File: src/rtl/mesh_walker.sv
// Mesh walker: fetches the four corner vertices of each grid cell and hands two triangles per cell to the triangle unit.
// Optional build macro MESH_WALKER_CULL_EN drops triangles whose three y values are equal.
module mesh_walker (
  input  logic        clk,
  input  logic        rst,
  input  logic        start,
  input  logic [5:0]  hlast,
  input  logic [5:0]  vlast,
  output logic [11:0] vaddr,
  input  logic [43:0] vdata,
  output logic [10:0] xa,
  output logic [10:0] ya,
  output logic [10:0] ua,
  output logic [10:0] va,
  output logic [10:0] xb,
  output logic [10:0] yb,
  output logic [10:0] ub,
  output logic [10:0] vb,
  output logic [10:0] xc,
  output logic [10:0] yc,
  output logic [10:0] uc,
  output logic [10:0] vc,
  output logic        load,
  input  logic        tri_ready,
  output logic        busy,
  output logic        done
);

  typedef enum logic [3:0] {
    S_IDLE, S_F0, S_F1, S_F2, S_F3, S_F4,
    S_WAIT1, S_LOAD1, S_GAP1, S_WAIT2, S_LOAD2, S_GAP2,
    S_ADVANCE, S_FINISH
  } state_t;

  state_t      r_state, w_next;
  logic [5:0]  r_hl, r_vl, r_row, r_col;
  logic [5:0]  w_nrow, w_ncol;
  logic [11:0] r_vaddr;
  logic [43:0] r_p00, r_p01, r_p10, r_p11;
  logic [43:0] r_a, r_b, r_c;
  logic        r_done;
  logic        w_empty, w_last_col, w_last_row, w_last_cell;
  logic        w_cull1, w_cull2;

  assign w_empty     = (hlast == 6'd0) || (vlast == 6'd0);
  assign w_last_col  = (r_col == r_hl - 6'd1);
  assign w_last_row  = (r_row == r_vl - 6'd1);
  assign w_last_cell = w_last_col && w_last_row;
  assign w_ncol      = w_last_col ? 6'd0 : r_col + 6'd1;
  assign w_nrow      = w_last_col ? r_row + 6'd1 : r_row;

`ifdef MESH_WALKER_CULL_EN
  // y lives in bits [32:22] of a vertex word
  assign w_cull1 = (r_p00[32:22] == r_p01[32:22]) && (r_p01[32:22] == r_p10[32:22]);
  assign w_cull2 = (r_p01[32:22] == r_p11[32:22]) && (r_p11[32:22] == r_p10[32:22]);
`else
  assign w_cull1 = 1'b0;
  assign w_cull2 = 1'b0;
`endif

  always_ff @(posedge clk) begin
    if (rst) r_state <= S_IDLE;
    else     r_state <= w_next;
  end

  always_comb begin
    w_next = r_state;
    case (r_state)
      S_IDLE:    if (start && !w_empty) w_next = S_F0;
      S_F0:      w_next = S_F1;
      S_F1:      w_next = S_F2;
      S_F2:      w_next = S_F3;
      S_F3:      w_next = S_F4;
      S_F4:      w_next = S_WAIT1;
      S_WAIT1:   if (w_cull1) w_next = S_WAIT2;
                 else if (tri_ready) w_next = S_LOAD1;
      S_LOAD1:   w_next = S_GAP1;
      S_GAP1:    w_next = S_WAIT2;
      S_WAIT2:   if (w_cull2) w_next = S_ADVANCE;
                 else if (tri_ready) w_next = S_LOAD2;
      S_LOAD2:   w_next = S_GAP2;
      S_GAP2:    w_next = S_ADVANCE;
      S_ADVANCE: w_next = w_last_cell ? S_FINISH : S_F0;
      S_FINISH:  if (tri_ready) w_next = S_IDLE;
      default:   w_next = S_IDLE;
    endcase
  end

  // vaddr is registered one state ahead so it is presented during F0..F3 itself
  always_ff @(posedge clk) begin
    if (rst) begin
      r_hl    <= '0;
      r_vl    <= '0;
      r_row   <= '0;
      r_col   <= '0;
      r_vaddr <= '0;
      r_p00   <= '0;
      r_p01   <= '0;
      r_p10   <= '0;
      r_p11   <= '0;
      r_a     <= '0;
      r_b     <= '0;
      r_c     <= '0;
      r_done  <= 1'b0;
    end else begin
      r_done <= 1'b0;
      case (r_state)
        S_IDLE: if (start) begin
          r_hl  <= hlast;
          r_vl  <= vlast;
          r_row <= '0;
          r_col <= '0;
          if (w_empty) r_done  <= 1'b1;
          else         r_vaddr <= 12'd0;
        end
        S_F0: r_vaddr <= {r_row, r_col + 6'd1};
        S_F1: begin
          r_vaddr <= {r_row + 6'd1, r_col};
          r_p00   <= vdata;
        end
        S_F2: begin
          r_vaddr <= {r_row + 6'd1, r_col + 6'd1};
          r_p01   <= vdata;
        end
        S_F3: r_p10 <= vdata;
        S_F4: r_p11 <= vdata;
        S_WAIT1: if (!w_cull1 && tri_ready) begin
          r_a <= r_p00;
          r_b <= r_p01;
          r_c <= r_p10;
        end
        S_WAIT2: if (!w_cull2 && tri_ready) begin
          r_a <= r_p01;
          r_b <= r_p11;
          r_c <= r_p10;
        end
        S_ADVANCE: if (!w_last_cell) begin
          r_row   <= w_nrow;
          r_col   <= w_ncol;
          r_vaddr <= {w_nrow, w_ncol};
        end
        S_FINISH: if (tri_ready) r_done <= 1'b1;
        default: ;
      endcase
    end
  end

  assign vaddr = r_vaddr;
  assign {xa, ya, ua, va} = r_a;
  assign {xb, yb, ub, vb} = r_b;
  assign {xc, yc, uc, vc} = r_c;
  assign load = (r_state == S_LOAD1) || (r_state == S_LOAD2);
  assign busy = (r_state != S_IDLE);
  assign done = r_done;

endmodule

File: config.mk
export PLATFORM = sky130hd
export DESIGN_NAME = mesh_walker
export DESIGN_NICKNAME = d
export VERILOG_FILES = /design/src/rtl/mesh_walker.sv
export SDC_FILE = /design/constraint.sdc
export NUM_CORES = 1
export LEC_CHECK = 0
export CAP_MARGIN = 20
export CORE_AREA = 4 4 165 167
export CTS_CLUSTER_SIZE = 8
export DETAILED_ROUTE_END_ITERATION = 10
export DIE_AREA = 0 0 169 171
export PLACE_DENSITY = 0.84
export SYNTH_ARGS = -nofsm -noshare
export SYNTH_HDL_FRONTEND = slang
export SYNTH_SLANG_ARGS = --single-unit
File: constraint.sdc
create_clock -name clk -period 2.95 [get_ports clk]
set_input_delay 0.59 -clock clk [delete_from_list [all_inputs] [get_ports clk]]
set_output_delay 0.59 -clock clk [all_outputs]
set_load 0.01 [all_outputs]
==> results.py, run 1 <==
metrics = {
    "grt": {
        "antenna_found_initial": 1,
        "grt_pass1_wl_um": 62730,
        "grt_max_degree": 155,
        "overflow": 0,
        "grt_pass1_vias": 12130,
        "groute.usage.overall_pct": 26.21,
    },
    "finish": {
        "final_nets": 1898,
        "drive_gt1_share_pct": 5.882,
        "final_common_cell": "nand2_1",
        "finalNonFillerCells": 2172,
        "area_growth_pct": 26.86,
        "layout_common_cells": "nand2_1 (489), dfxtp_1 (348), a21oi_1 (244)",
    },
    "setup_path": {
        "crit_arrival_ns": 2.27,
        "reg2regPathDepth": 7,
        "required_ns": 2.36,
        "start_kind": "register",
        "rrSetupSlack_ns": 0.40,
        "crit_type": "register to primary output",
        "r2r-end": "r_a[40]$_SDFFE_PP0P_",
        "crit_fanout": 14,
        "crit_start": "r_state[2]$_SDFFE_PP0P_",
        "cpMaxStageDelayCell": "clkdlybuf4s50_1",
        "cp_num_buf_inv": 1,
        "worstReg2RegStart": "r_state[0]$_SDFFE_PP0P_",
        "crit_family": "buffers and inverters",
        "end_kind": "primary output",
        "crit_path_cell_trace": "nor2b_1, a22oi_1, nor2b_1, clkdlybuf4s50_1",
        "slowest_delay_ns": 0.59,
        "cp_common_cell": "nor2b_1",
    },
    "logic_synthesis": {
        "ys.flop_type": "dfxtp_1",
        "synth_nets": 1737,
        "yosysTopAreaCell": "dfxtp_1",
        "yosysSeqAreaShare_pct": 50.69,
        "yosys-mux-area-fraction_pct": 6.473,
        "netlist.area_leader.share_pct": 50.69,
        "synthesis.instances": 1673,
        "yosys_warnings": 0,
        "synth_area_leaders": "dfxtp_1 (51%), nand2_1 (13%), a21oi_1 (8.9%)",
        "synth_edf_count": 0,
        "synth_area_um2": 13780,
        "syn_avg_cell_area_um2": 8.238,
        "synth_adder_area_share_pct": 0.3631,
        "async_flop_share_pct": 0,
        "ys_seq_elements": 349,
        "ys_types": 63,
        "synth_top_family_by_area": "simple AND/OR/NAND/NOR gates",
        "synth_xor_area_share_pct": 1.271,
        "yosys.area_share.simple_pct": 19.52,
        "synth_compound_area_share_pct": 17.69,
    },
    "clock_tree": {
        "numCtsBuffers": 49,
        "hold_buffers": 0,
        "cts_tree": "done",
        "worstSkewPairLatency_ns": 0.55,
        "clockBufferDepth": 3,
        "h-tree-depth": 2,
        "cts_root_buf": "clkbuf_16",
        "cts.clk_slew.worst_paths_ns": 0.05,
        "cts.sinks": 349,
    },
    "sta": {
        "fin_setup_tns_ns": 0,
        "finClkSkew_ns": 0.01759,
        "max_slew_margin_pct": 37.83,
        "hold_violations": 0,
        "setup_viol": 0,
        "tightest_slew_ns": 0.9326,
        "rsz0062_at_grt": "false",
        "report.final.slew_viol_count": 0,
        "period_needed_ns": 2.861,
        "finalCritPeriodShare_pct": 96.99,
        "fmax_ghz": 0.3495,
    },
    "routing": {
        "drt_iter0_markers": 985,
        "wl_um": 39150,
        "drt-pass1-iter-count": 6,
        "vias_per_cell": 5.708,
        "ant_nets": 0,
        "routedWlPerCell_um": 18.02,
        "num_vias": 12400,
        "drc_errors": 0,
    },
    "worst_hold_path": {
        "whs_endpoint": "r_c[40]$_SDFFE_PP0P_",
        "holdCritStartpoint": "r_p10[40]$_SDFFE_PP0P_",
        "worstHoldPathCells": 2,
        "hp-class": "register to register",
    },
    "placement": {
        "hpwl_um": 24750,
        "numPortBuffers": 206,
        "dp_cells": 2118,
        "gp_congestion": 0.9249,
    },
    "job": {
        "maxCapViolCount": 0,
    },
    "power": {
        "p_leak_nw": 5.581,
        "power_density_nw_per_um2": 606.4,
        "ir_worst_vdd_v": 0.0003898,
    },
    "die": {
        "die_w_um": 169,
        "core_um2": 25760,
        "chipHeight_um": 171,
        "dieArea_um2": 28900,
        "fp-row-count": 59,
        "pin_count": 207,
        "start_util_pct": 53.49,
    },
    "outcome": {
        "status": "completed",
    },
}
Yosys cell counts (6+ instances only):
cell,instances
nor2_1,115
inv_1,7
buf_2,19
o21ai_0,6
clkbuf_1,102
and3_1,7
a31oi_1,6
mux2i_1,88
a211oi_1,89
xor2_1,9
xnor2_1,11
nor3_1,8
nand3_1,19
dfxtp_1,349
a21oi_1,244
a32o_1,8
nand2_1,492
registers in the layout, summed over array words and instances, names as in the netlist, 4 cells and up:
signal and cells:
r_col 6, r_p10 44, r_hl 6, r_p11 44, r_p01 44, r_p00 44
r_c 44, r_vl 6, r_a 44, r_state 4, vaddr 12, r_b 44
r_row 6
worst reg2reg max path, stage by stage (launching register included):
cell and delay [ns]:
dfxtp_1 0.68, nor2b_1 0.31, nand2_1 0.20, nor2_4 0.31, o21a_4 0.27, buf_12 0.29, nor2_1 0.14, a211oi_1 0.25
layer usage:
metal	routed length, um	global-route usage [%]
met3	2700	4.090
met5	0	0
met2	18880	44.09
met4	988	9.030
met1	16580	34.62
how the worst max path moves through the flow:
stage	slack, ns	endpoint	cells past startpoint
after floorplan	0.75	vaddr[2]$_SDFFE_PP0P_	10
after global placement	0.18	vaddr[2]$_SDFFE_PP0P_	6
after detailed placement	0.11	vaddr[2]$_SDFFE_PP0P_	6
after CTS	0.08	load	4
after global routing	0.01	load	4
final	0.09	load	4
power breakdown:
part           switching [mW]  internal, mW  total [mW]  leakage (nW)
Combinational           0.516         0.309       0.825          2.13
Sequential             0.0863          4.84        4.92          2.82
Clock                    1.93          2.92        4.86         0.633
Total                    2.54          8.07        10.6          5.58
kinds of logic (layout without fill, tap and decap cells):
logic type / after synthesis / after routing
and+or+nand+nor: 674 / 674
AOI/OAI and AO/OA: 401 / 401
DFF: 349 / 349
buffers and inverters: 136 / 299
muxes: 89 / 89
xor gates and xnor gates: 20 / 20
adders and majority gates: 4 / 4
other: 0 / 1
repair_timing:
| action | CTS | global route |
|---|---|---|
| resized for setup | 1 | 0 |
| setup buffers | 0 | 0 |
| endpoints found under the setup margin | 1 | 0 |
layout make-up:
class	instances	area, um^2
Antenna cell	1	2.502
Clock buffer	49	1226
Clock inverter	4	63.81
Fill cell	2034	8279
Inverter	8	30.03
Multi-Input combinational cell	1188	6310
Sequential cell	349	6988
Tap cell	335	419.2
Timing Repair Buffer	238	2445
through the flow:
step	util, %	setup WS (ns)	area (um^2)	hold slack [ns]	power (mW)
2_1_floorplan	-	0.7502	13780	0.4321	5.473
3_3_place_gp	62.84	0.1782	16190	0.4384	5.798
3_5_place_dp	62.84	0.1076	16190	0.4435	5.820
4_1_cts	67.85	0.08421	17480	0.4353	10.66
5_1_grt	67.86	0.009580	17480	0.4666	10.94
6_report	67.86	0.08888	17480	0.4376	10.60
No activity file was read; power rests on OpenSTA's default activity.
==> run 2: changes to the inputs <==
SETUP_SLACK_MARGIN = 0.05   (was unset)
==> run 2 against run 1 <==
  * Sequential cell count is the same
  * Register-to-register slack barely moved
  * Sequential share of layout area about the same
  * Critical endpoint is now busy
==> results.py, run 2 (same netlist as run 1, synthesis figures left out) <==
metrics = {
    "outcome": {
        "status": "completed",
    },
    "finish": {
        "final_nets": 1898,
        "drive_gt1_share_pct": 5.937,
        "layout_common_cells": "nand2_1 (489), dfxtp_1 (348), a21oi_1 (244)",
        "fillCellCount": 2032,
        "final_common_cell": "nand2_1",
        "area_growth_pct": 26.88,
    },
    "placement": {
        "numPortBuffers": 206,
        "hpwl_um": 24750,
        "gp_congestion": 0.9249,
    },
    "clock_tree": {
        "h-tree-depth": 2,
        "cts_tree": "done",
        "numCtsBuffers": 49,
        "cts_root_buf": "clkbuf_16",
        "cts.clk_slew.worst_paths_ns": 0.05,
        "cts.sinks": 349,
        "clockBufferDepth": 3,
        "postCtsSetupRepairBufs": 0,
        "worstSkewPairLatency_ns": 0.54,
    },
    "grt": {
        "groute.usage.overall_pct": 26.21,
        "antenna_found_initial": 1,
        "grt_max_degree": 155,
        "overflow": 0,
        "grt_pass1_wl_um": 62730,
        "grt_pass1_vias": 12130,
    },
    "die": {
        "start_util_pct": 53.49,
        "pin_count": 207,
        "fp-row-count": 59,
        "dieArea_um2": 28900,
        "core_um2": 25760,
        "die_w_um": 169,
        "chipHeight_um": 171,
    },
    "setup_path": {
        "start_kind": "register",
        "cp_num_buf_inv": 1,
        "cpMaxStageDelayCell": "dfxtp_1",
        "slowest_delay_ns": 0.69,
        "crit_type": "register to primary output",
        "required_ns": 2.36,
        "crit_path_cell_trace": "nor2_1, nand2_1, clkdlybuf4s50_1",
        "end_kind": "primary output",
        "crit_fanout": 18,
        "crit_arrival_ns": 2.24,
        "crit_family": "flip-flops",
    },
    "sta": {
        "finalCritPeriodShare_pct": 96.02,
        "fin_hold_ws_ns": 0.4365,
        "max_slew_margin_pct": 37.82,
        "period_needed_ns": 2.832,
        "report.final.slew_viol_count": 0,
        "rsz0062_at_grt": "false",
        "hold_violations": 0,
        "tightest_slew_ns": 0.9327,
        "setup_viol": 0,
        "fmax_ghz": 0.3530,
        "finClkSkew_ns": 0.01561,
        "fin_setup_tns_ns": 0,
    },
    "power": {
        "clock_power_share_pct": 45.8,
        "pwr-share-comb_pct": 7.8,
        "ir_worst_vdd_v": 0.0003898,
        "seq_power_share_pct": 46.5,
        "switching_share_pct": 23.87,
        "internal-power_mw": 8.069,
        "p_leak_nw": 5.581,
        "power_density_nw_per_um2": 606.1,
        "p_switching_mw": 2.530,
    },
    "routing": {
        "num_vias": 12400,
        "drt-pass1-iter-count": 5,
        "drt_iter0_markers": 963,
        "drc_errors": 0,
        "routedWlPerCell_um": 18.01,
        "ant_nets": 0,
        "wl_um": 39130,
        "vias_per_cell": 5.707,
    },
    "job": {
        "maxCapViolCount": 0,
    },
    "worst_hold_path": {
        "hp-class": "register to register",
    },
}
## run 2: cell counts in the layout (fill, tap and decap cells not counted)
Identical to the previous run, type by type.
## run 2: per-layer routing
metal	share of wire (%)	global-route usage, %
met4	2.4	9.030
met5	0	0
met3	6.5	4.090
met1	43	34.62
met2	48	44.09
## run 2: worst paths after layout
| path | slack, ns | from | cells after the start | endpoint |
|---|---|---|---|---|
| max | 0.12 | r_state[0]$_SDFFE_PP0P_ | 3 | busy |
| min | 0.44 | r_p10[40]$_SDFFE_PP0P_ | 2 | r_c[40]$_SDFFE_PP0P_ |
| max reg2reg | 0.40 | r_state[0]$_SDFFE_PP0P_ | 7 | r_a[40]$_SDFFE_PP0P_ |
| min reg2reg | 0.44 | r_p10[40]$_SDFFE_PP0P_ | 2 | r_c[40]$_SDFFE_PP0P_ |
## run 2: power groups by stage
stage	Combinational [mW]	Clock, mW	Sequential, mW
3_3_place_gp	0.793	0	5.00
3_5_place_dp	0.810	0	5.01
2_1_floorplan	0.489	0	4.98
5_1_grt	0.899	5.12	4.93
4_1_cts	0.817	4.92	4.92
6_report	0.824	4.85	4.92
## run 2: stage by stage
step | instance area, um^2 | worst slack [ns] | instances | utilization, % | power (mW)
after floorplan | 13780 | 0.7502 | 1673 | - | 5.473
after global placement | 16190 | 0.1782 | 2118 | 62.84 | 5.798
after detailed placement | 16190 | 0.1076 | 2118 | 62.84 | 5.820
after CTS | 17480 | 0.08421 | 2171 | 67.85 | 10.66
after global routing | 17490 | 0.06859 | 2172 | 67.87 | 10.94
final | 17490 | 0.1175 | 2172 | 67.87 | 10.60
## run 2: area by class of cell
| class | count | area [um^2] | area share (%) |
|---|---|---|---|
| Timing Repair Buffer | 238 | 2445 | 13.98 |
| Tap cell | 335 | 419.2 | 2.397 |
| Sequential cell | 349 | 6988 | 39.96 |
| Clock buffer | 49 | 1226 | 7.012 |
| Multi-Input combinational cell | 1188 | 6312 | 36.10 |
| Inverter | 8 | 30.03 | 0.1717 |
| Antenna cell | 1 | 2.502 | 0.01431 |
| Clock inverter | 4 | 63.81 | 0.3649 |
## run 2: worst min-delay path: cells and delay by family, from the launching register on
family	cells	cell delay [ns]
simple gates	1	0.05
flops	1	0.30
compound gates	1	0.05
## run 2: what timing repair did
item / in CTS / in global routing
gates cloned: 0 / 0
setup endpoints to repair: 1 / 1
resized for setup: 1 / 1
pin swaps: 0 / 0
hold buffers: 0 / 0
==> run 3: changes to the inputs <==
==> constraint.sdc (replaced) <==
create_clock -name clk -period 2.95 [get_ports clk]
set_input_delay 0.4425 -clock clk [delete_from_list [all_inputs] [get_ports clk]]
set_output_delay 0.4425 -clock clk [all_outputs]
set_load 0.01 [all_outputs]
==> run 3 against run 2 <==
  * Utilization down 0.36 points
  * Critical path type unchanged
  * Design area down 0.53%
  * Global-route usage down 0.55 points
  * Critical endpoint is now load
  * Largest cell class unchanged
==> results.py, run 3 (same netlist as run 1, synthesis figures left out) <==
metrics = {
    "sta": {
        "rsz0062_at_grt": "false",
        "fmax_ghz": 0.3619,
        "finalCritPeriodShare_pct": 93.66,
        "max_slew_margin_pct": 45.78,
        "setup_viol": 0,
        "fin_setup_tns_ns": 0,
        "tightest_slew_ns": 0.8134,
        "period_needed_ns": 2.763,
        "finClkSkew_ns": 0.01385,
        "report.final.slew_viol_count": 0,
        "fin_hold_ws_ns": 0.3618,
        "hold_violations": 0,
        "layout_setup_ws_ns": 0.1870,
    },
    "placement": {
        "hpwl_um": 24090,
        "place_area_um2": 16080,
        "dp_cells": 2111,
        "numPortBuffers": 206,
        "dp_slack_ns": 0.2547,
        "gp_congestion": 0.9229,
    },
    "die": {
        "fp-row-count": 59,
        "start_util_pct": 53.49,
        "dieArea_um2": 28900,
        "core_um2": 25760,
        "pin_count": 207,
        "die_w_um": 169,
        "chipHeight_um": 171,
    },
    "finish": {
        "area_growth_pct": 26.21,
        "layout_common_cells": "nand2_1 (489), dfxtp_1 (348), a21oi_1 (244)",
        "finalNonFillerCells": 2165,
        "final_nets": 1892,
        "postLayoutCellArea_um2": 17390,
        "multiInputGateArea_um2": 6310,
        "fillCellCount": 2049,
        "diodes": 0,
        "final_common_cell": "nand2_1",
        "finish.utilization_pct": 67.51,
        "seq_area_um2": 6988,
        "drive_gt1_share_pct": 5.519,
    },
    "routing": {
        "routedWlPerCell_um": 17.89,
        "ant_nets": 0,
        "drt-pass1-iter-count": 7,
        "drc_errors": 0,
        "drt_iter0_markers": 1162,
        "num_vias": 12350,
        "wl_um": 38740,
        "vias_per_cell": 5.704,
    },
    "clock_tree": {
        "cts.clk_slew.worst_paths_ns": 0.05,
        "h-tree-depth": 2,
        "numCtsBuffers": 49,
        "postCtsSetupRepairBufs": 0,
        "cts.sinks": 349,
        "clockBufferDepth": 3,
        "cts_tree": "done",
        "cts_root_buf": "clkbuf_16",
        "worstSkewPairLatency_ns": 0.55,
    },
    "grt": {
        "grt_pass1_wl_um": 61580,
        "groute.usage.overall_pct": 25.65,
        "overflow": 0,
        "antenna_found_initial": 0,
        "grt_pass1_vias": 12230,
        "grt_max_degree": 161,
    },
    "job": {
        "maxCapViolCount": 0,
    },
    "power": {
        "p_leak_nw": 5.540,
        "finalPower_mw": 10.56,
        "ir_worst_vdd_v": 0.0004422,
        "power_density_nw_per_um2": 607.1,
    },
    "setup_path": {
        "crit_family": "simple AND/OR/NAND/NOR gates",
        "crit_fanout": 14,
        "cp_common_cell": "nor2b_1",
        "cpMaxStageDelayCell": "clkdlybuf4s50_1",
        "crit_arrival_ns": 2.32,
        "required_ns": 2.51,
        "start_kind": "register",
        "end_kind": "primary output",
        "slowest_delay_ns": 0.57,
        "crit_type": "register to primary output",
        "crit_path_cell_trace": "nor2b_1, a22oi_1, nor2b_1, clkdlybuf4s50_1",
        "cp_num_buf_inv": 1,
    },
    "worst_hold_path": {
        "hp-class": "primary input to register",
    },
    "outcome": {
        "status": "completed",
    },
}
-- run 3: report_power, final --
part | leakage (nW) | switching (mW) | internal, mW | total (mW)
clock network | 0.631 | 1.89 | 2.94 | 4.83
registers | 2.82 | 0.0821 | 4.84 | 4.92
logic | 2.09 | 0.510 | 0.301 | 0.811
-- run 3: final timing paths --
kind | startpoint | endpoint | slack, ns | cells after the start
max | r_state[2]$_SDFFE_PP0P_ | load | 0.19 | 4
min | rst | vaddr[5]$_SDFFE_PP0P_ | 0.36 | 2
max reg2reg | r_state[0]$_SDFFE_PP0P_ | r_a[7]$_SDFFE_PP0P_ | 0.34 | 6
min reg2reg | r_p00[10]$_SDFFE_PP0P_ | r_p00[10]$_SDFFE_PP0P_ | 0.45 | 2
-- run 3: layer usage --
layer / global-route usage (%) / wire [um]
met5: 0 / 0
met4: 9.555 / 1039
met3: 4.737 / 2361
met2: 44.13 / 19010
met1: 32.31 / 16330
-- run 3: final cells by class --
type,count,area share [%]
flip-flops and latches,349,40.17
multi-input cells,1188,36.28
repair buffers,232,13.55
clock buffers,51,7.150
well taps,335,2.410
clock inverters,2,0.2661
inverters,8,0.1726
-- run 3: worst reg2reg max path: stages, from the launching register on --
cell	delay (ns)
dfxtp_1	0.69
nor2b_1	0.33
nand2_1	0.18
nor2_4	0.25
buf_4	0.59
mux2i_1	0.19
a211oi_1	0.28
-- run 3: timing repair --
action                                  in CTS  in global routing
resized for setup                            1                  0
endpoints found under the setup margin       1                  0
hold buffers                                 0                  0
hold endpoints to repair                     0                  0
